==> src/rtl/mem_scan_reader_if.sv <==
// rtl/mem_scan_reader_if.sv - RAM read port and output stream bundle for mem_scan_reader
interface mem_scan_reader_if #(
  parameter int ADDR_W = 4,
  parameter int DATA_W = 2
);
  logic [ADDR_W-1:0] mem_addr;
  logic [DATA_W-1:0] mem_spo;
  logic [DATA_W-1:0] out_data;
  logic              out_valid;
  logic              out_ready;
  logic              out_last;

  modport master (
    output mem_addr,
    input  mem_spo,
    output out_data,
    output out_valid,
    output out_last,
    input  out_ready
  );

  modport slave (
    input  mem_addr,
    output mem_spo,
    input  out_data,
    input  out_valid,
    input  out_last,
    output out_ready
  );
endinterface

==> src/rtl/mem_scan_reader.sv <==
// rtl/mem_scan_reader.sv - streams a wrapped (base,len) window of a distributed RAM over valid/ready
// Optional SCAN_CHECKSUM_EN adds out_sum, the modulo-256 sum of accepted words.
module mem_scan_reader #(
  parameter int ADDR_W = 4,
  parameter int DATA_W = 2
) (
  input  logic              clk,
  input  logic              rst,
  input  logic              start,
  input  logic [ADDR_W-1:0] base,
  input  logic [ADDR_W:0]   len,
  mem_scan_reader_if.master bus,
  output logic              busy,
  output logic              done
`ifdef SCAN_CHECKSUM_EN
  ,
  output logic [7:0]        out_sum
`endif
);

  typedef enum logic [1:0] {IDLE, RUN, DRAIN, FIN} state_t;

  localparam logic [ADDR_W:0] REM_ONE = (ADDR_W+1)'(1);

  state_t            state_q, state_d;
  logic [ADDR_W-1:0] addr_q, addr_d;
  logic [ADDR_W:0]   rem_q, rem_d;
  logic [DATA_W-1:0] data_q, data_d;
  logic              valid_q, valid_d;
  logic              last_q, last_d;
  logic              busy_q, busy_d;
  logic              done_q, done_d;
  logic              accept;
  logic              free;
`ifdef SCAN_CHECKSUM_EN
  logic [7:0]        sum_q, sum_d;
`endif

  assign accept = valid_q & bus.out_ready;
  assign free   = ~valid_q | accept;

  always_comb begin
    state_d = state_q;
    addr_d  = addr_q;
    rem_d   = rem_q;
    data_d  = data_q;
    valid_d = valid_q;
    last_d  = last_q;
    done_d  = (state_q == FIN);
    case (state_q)
      IDLE: begin
        if (start) begin
          addr_d  = base;
          rem_d   = len;
          state_d = (len == '0) ? FIN : RUN;
        end
      end
      RUN: begin
        // spo is asynchronous, so the word for addr_q is captured in the same cycle
        if (free) begin
          data_d  = bus.mem_spo;
          valid_d = 1'b1;
          last_d  = (rem_q == REM_ONE);
          addr_d  = addr_q + 1'b1;
          rem_d   = rem_q - REM_ONE;
          if (rem_q == REM_ONE) begin
            state_d = DRAIN;
          end
        end
      end
      DRAIN: begin
        if (accept) begin
          valid_d = 1'b0;
          last_d  = 1'b0;
          state_d = FIN;
        end
      end
      default: begin
        state_d = IDLE;
      end
    endcase
    busy_d = (state_d == RUN) || (state_d == DRAIN);
  end

`ifdef SCAN_CHECKSUM_EN
  always_comb begin
    sum_d = sum_q;
    if (state_q == IDLE && start) begin
      sum_d = '0;
    end else if (accept) begin
      sum_d = sum_q + 8'(data_q);
    end
  end
`endif

  always_ff @(posedge clk) begin
    if (rst) begin
      state_q <= IDLE;
      addr_q  <= '0;
      rem_q   <= '0;
      data_q  <= '0;
      valid_q <= 1'b0;
      last_q  <= 1'b0;
      busy_q  <= 1'b0;
      done_q  <= 1'b0;
`ifdef SCAN_CHECKSUM_EN
      sum_q   <= '0;
`endif
    end else begin
      state_q <= state_d;
      addr_q  <= addr_d;
      rem_q   <= rem_d;
      data_q  <= data_d;
      valid_q <= valid_d;
      last_q  <= last_d;
      busy_q  <= busy_d;
      done_q  <= done_d;
`ifdef SCAN_CHECKSUM_EN
      sum_q   <= sum_d;
`endif
    end
  end

  assign bus.mem_addr  = addr_q;
  assign bus.out_data  = data_q;
  assign bus.out_valid = valid_q;
  assign bus.out_last  = last_q;
  assign busy          = busy_q;
  assign done          = done_q;
`ifdef SCAN_CHECKSUM_EN
  assign out_sum       = sum_q;
`endif

endmodule

==> src/flat_wrapper.sv <==
// flat-port wrapper written by rule: the top's interface ports become plain ports
module mem_scan_reader_flat 
#(
  parameter int ADDR_W = 4,
  parameter int DATA_W = 2
)
  (clk, rst, start, base, len, busy, done, bus_mem_addr, bus_mem_spo, bus_out_data, bus_out_valid, bus_out_last, bus_out_ready);
  mem_scan_reader_if #(.ADDR_W(ADDR_W), .DATA_W(DATA_W)) bus_i ();
  input  logic clk;
  input  logic rst;
  input  logic start;
  input  logic [ADDR_W-1:0] base;
  input  logic [ADDR_W:0] len;
  output logic busy;
  output logic done;
  output wire logic [$bits(bus_i.mem_addr)-1:0] bus_mem_addr;
  input wire logic [$bits(bus_i.mem_spo)-1:0] bus_mem_spo;
  output wire logic [$bits(bus_i.out_data)-1:0] bus_out_data;
  output wire logic [$bits(bus_i.out_valid)-1:0] bus_out_valid;
  output wire logic [$bits(bus_i.out_last)-1:0] bus_out_last;
  input wire logic [$bits(bus_i.out_ready)-1:0] bus_out_ready;
  assign bus_mem_addr = bus_i.mem_addr;
  assign bus_i.mem_spo = bus_mem_spo;
  assign bus_out_data = bus_i.out_data;
  assign bus_out_valid = bus_i.out_valid;
  assign bus_out_last = bus_i.out_last;
  assign bus_i.out_ready = bus_out_ready;
  mem_scan_reader #(.ADDR_W(ADDR_W), .DATA_W(DATA_W)) u_core (.clk(clk), .rst(rst), .start(start), .base(base), .len(len), .bus(bus_i), .busy(busy), .done(done));
endmodule
==> config.mk <==
export PLATFORM = sky130hd
export DESIGN_NAME = mem_scan_reader_flat
export DESIGN_NICKNAME = d
export VERILOG_FILES = /design/src/rtl/mem_scan_reader_if.sv /design/src/rtl/mem_scan_reader.sv /design/src/flat_wrapper.sv
export SDC_FILE = /design/constraint.sdc
export NUM_CORES = 1
export LEC_CHECK = 0
export CORE_ASPECT_RATIO = 0.8
export CORE_MARGIN = 4
export CORE_UTILIZATION = 43
export CTS_CLUSTER_SIZE = 20
export DETAILED_ROUTE_END_ITERATION = 12
export PLACE_DENSITY = 0.71
export SLEW_MARGIN = 30
export SYNTH_ARGS = -nofsm -noshare
export SYNTH_HDL_FRONTEND = slang
export SYNTH_SLANG_ARGS = --single-unit
==> constraint.sdc <==
create_clock -name clk -period 1.71 [get_ports clk]
set_clock_uncertainty 0.15 [all_clocks]
set_input_delay 0.171 -clock clk [delete_from_list [all_inputs] [get_ports clk]]
set_output_delay 0.171 -clock clk [all_outputs]
set_load 0.01 [all_outputs]
==> metrics.txt <==
Filler cells 179; Synth Net Count 142; H-tree lvl count 1; Avg WL per Cell 15.0 um; share of layout cells above drive strength 1 35.4%; Syn Inst Count 119; Placeable Area 2180 um2; Post-synth EDFFs 0; max-slew violation count 0; Synth top cells by count dfxtp_1 (17), nor2_1 (13), nand2_1 (11), a21oi_1 (9), ha_1 (8); setup TNS -0.0952 ns; synthesis-stage register bit count 17; num rows 15; I/O Pins 25; worst path required time 1.76 ns; CTS Hold Buffers Added 0; Via density 5.44; IO buf count 24; Peak VDD IR 968 uV; final setup fails 2; Synth area leader dfxtp_1; CP endpoint kind register; Setup CP Type reg -> reg; Final period util 105%; net load switching power 0.801 mW; CTS root buf clkbuf_4; ys async rst share 0%; total grt overflow 0; synthesized area 987 um2; Pwr per Cell Area 1310 nW/um2; initial antenna violation count 0; CTS tree done; initial drt markers 33; Fin. Hold Viols 0; multi-input logic area 697 um2; Post-synth top flop dfxtp_1; clk sinks 17; antenna cells 0; outcome finished with violations; first-pass GRT wire length 4.43 mm; Seq/Total Area, Yosys 34.5%; RSZ-0062 raised after global routing yes; Worst-Margin Slew 0.281 ns; Final GP Congestion 0.786; Clock power frac 11.7%; fin worst setup slack -0.0784 ns; CP arrival 1.84 ns; GRT Overall Usage 19.3%; routed via count 1029; area delta synth->final 58.2%; Avg Inst Size Synth 8.30 um2; die area 3130 um2; Ys Warns 0; cell count after placement 181; Num CTS Buffers 3; DRT Pass-1 Iters 4; clk slew on worst S/H paths 0.12 ns; Worst Hold Class reg -> reg; count of non-filler cells in the finished layout 189; Skew-Pair Late Insertion Delay 0.31 ns; Slew HR 81.1%; vias in the first global route 972; die height 50.9 um; Netlist cell types 38; # DRC 0; clock buffer depth 2; Pint 1.24 mW; Final #Nets 188; die width 61.6 um; Max Cap Viol 0; largest net degree at the start of global routing 18; Comb pwr share 59.4%; final wirelength 2.84 mm; top-count cell post-synth dfxtp_1; post-synth top area share 34.5%; critical path launch point type register; pre-CTS setup slack -0.188 ns; synth top area cells dfxtp_1 (34%), ha_1 (10%), nor2_1 (4.9%); DPL Wire Length 1.83 mm; CP max FO 3; post-route ant nets 0; fmax 559 MHz; Period minus WS final 1.79 ns; failing checks setup timing; register area 345 um2; Lkg Pwr 0.636 nW; Initial Utilization 45.3%; sequential power share 28.9%; Switching Share 39.3%
-- sequential cells by signal, summed over array words and instances (netlist names) --
register / flops
u_core.rem_q: 5
u_core.bus.out_valid: 1
u_core.bus.out_data: 2
u_core.bus.out_last: 1
u_core.busy: 1
u_core.state_q: 2
u_core.bus.mem_addr: 4
u_core.done: 1
-- power by group through the flow --
stage	Clock, mW	Sequential (mW)	Combinational (mW)
6_report	0.239	0.590	1.21
5_1_grt	0.262	0.603	1.32
4_1_cts	0.245	0.578	1.02
3_5_place_dp	0	0.577	0.931
3_3_place_gp	0	0.573	0.905
2_1_floorplan	0	0.600	0.511
-- layout by cell type, fill, tap and decap left out, types with 2 or more instances in the layout --
cell type        count
nand2_2              2
o21ai_1              3
o21ai_2              4
nor3_1               3
nor2b_1              3
inv_2                3
a21oi_1              8
mux2i_1              3
ha_2                 2
clkbuf_4             3
clkdlybuf4s50_1     24
a311oi_1             2
dfxtp_2              4
inv_1                4
buf_6                5
o22ai_1              2
buf_4               18
nor2_1              11
a211oi_1             2
nand2b_1             2
ha_4                 3
dfxtp_1             13
ha_1                 3
nand2_1              9
-- final cells by class --
cell class              count  area share (%)
clock buffers               3            1.44
clock inverters             1           0.481
inverters                   7            1.68
multi-input cells          89            44.6
flip-flops and latches     17            22.1
well taps                  25            2.00
repair buffers             47            27.6
-- cells by family after synthesis --
family	synth area share [%]
flip-flops	34.5
adder cells (fa/ha/maj)	10.1
multiplexers	5.32
AND/OR/NAND/NOR	21.9
AO/OA/AOI/OAI	21.8
buffers and inverters	5.45
XOR/XNOR	0.887
-- layer usage --
layer	part of all wire [%]	routed length, um	global-route usage, %
met1	45	1280	24.9
met5	0	0	0
met2	47	1340	29.3
met4	1.5	43	7.42
met3	6.3	178	6.57
-- critical path, cell delays in order, from the launching register on --
cell and delay [ns]:
dfxtp_2 0.34, inv_2 0.07, ha_4 0.11, or4b_4 0.49, o21ai_2 0.15, a21o_2 0.16
xor2_1 0.15, nor3_1 0.06
-- worst paths after layout --
check                                         start  slack, ns  cells past startpoint                   to
worst max-delay path                u_core.rem_q[1]      -0.08                      7          u_core.busy
worst min-delay path            u_core.bus.out_last       0.32                      2  u_core.bus.out_last
worst min register to register  u_core.bus.out_last       0.32                      2  u_core.bus.out_last
worst max register to register      u_core.rem_q[1]      -0.08                      7          u_core.busy
-- repair_timing --
action | in CTS | in global routing
setup endpoints to repair | 11 | 11
pin swaps | 2 | 11
gates resized for setup | 17 | 21
buffers inserted | 2 | 1
gates cloned | 0 | 1
-- per-stage QoR --
step                hold WS [ns]  utilization, %  area (um2)  total power, mW
detailed placement         0.300            63.1        1370             1.51
finish                     0.315            71.7        1560             2.04
global route               0.296            71.7        1560             2.19
floorplan                  0.165               -         990             1.11
global placement           0.288            63.1        1370             1.48
CTS                        0.308            67.9        1480             1.84
(Power assumes the default switching activity.)
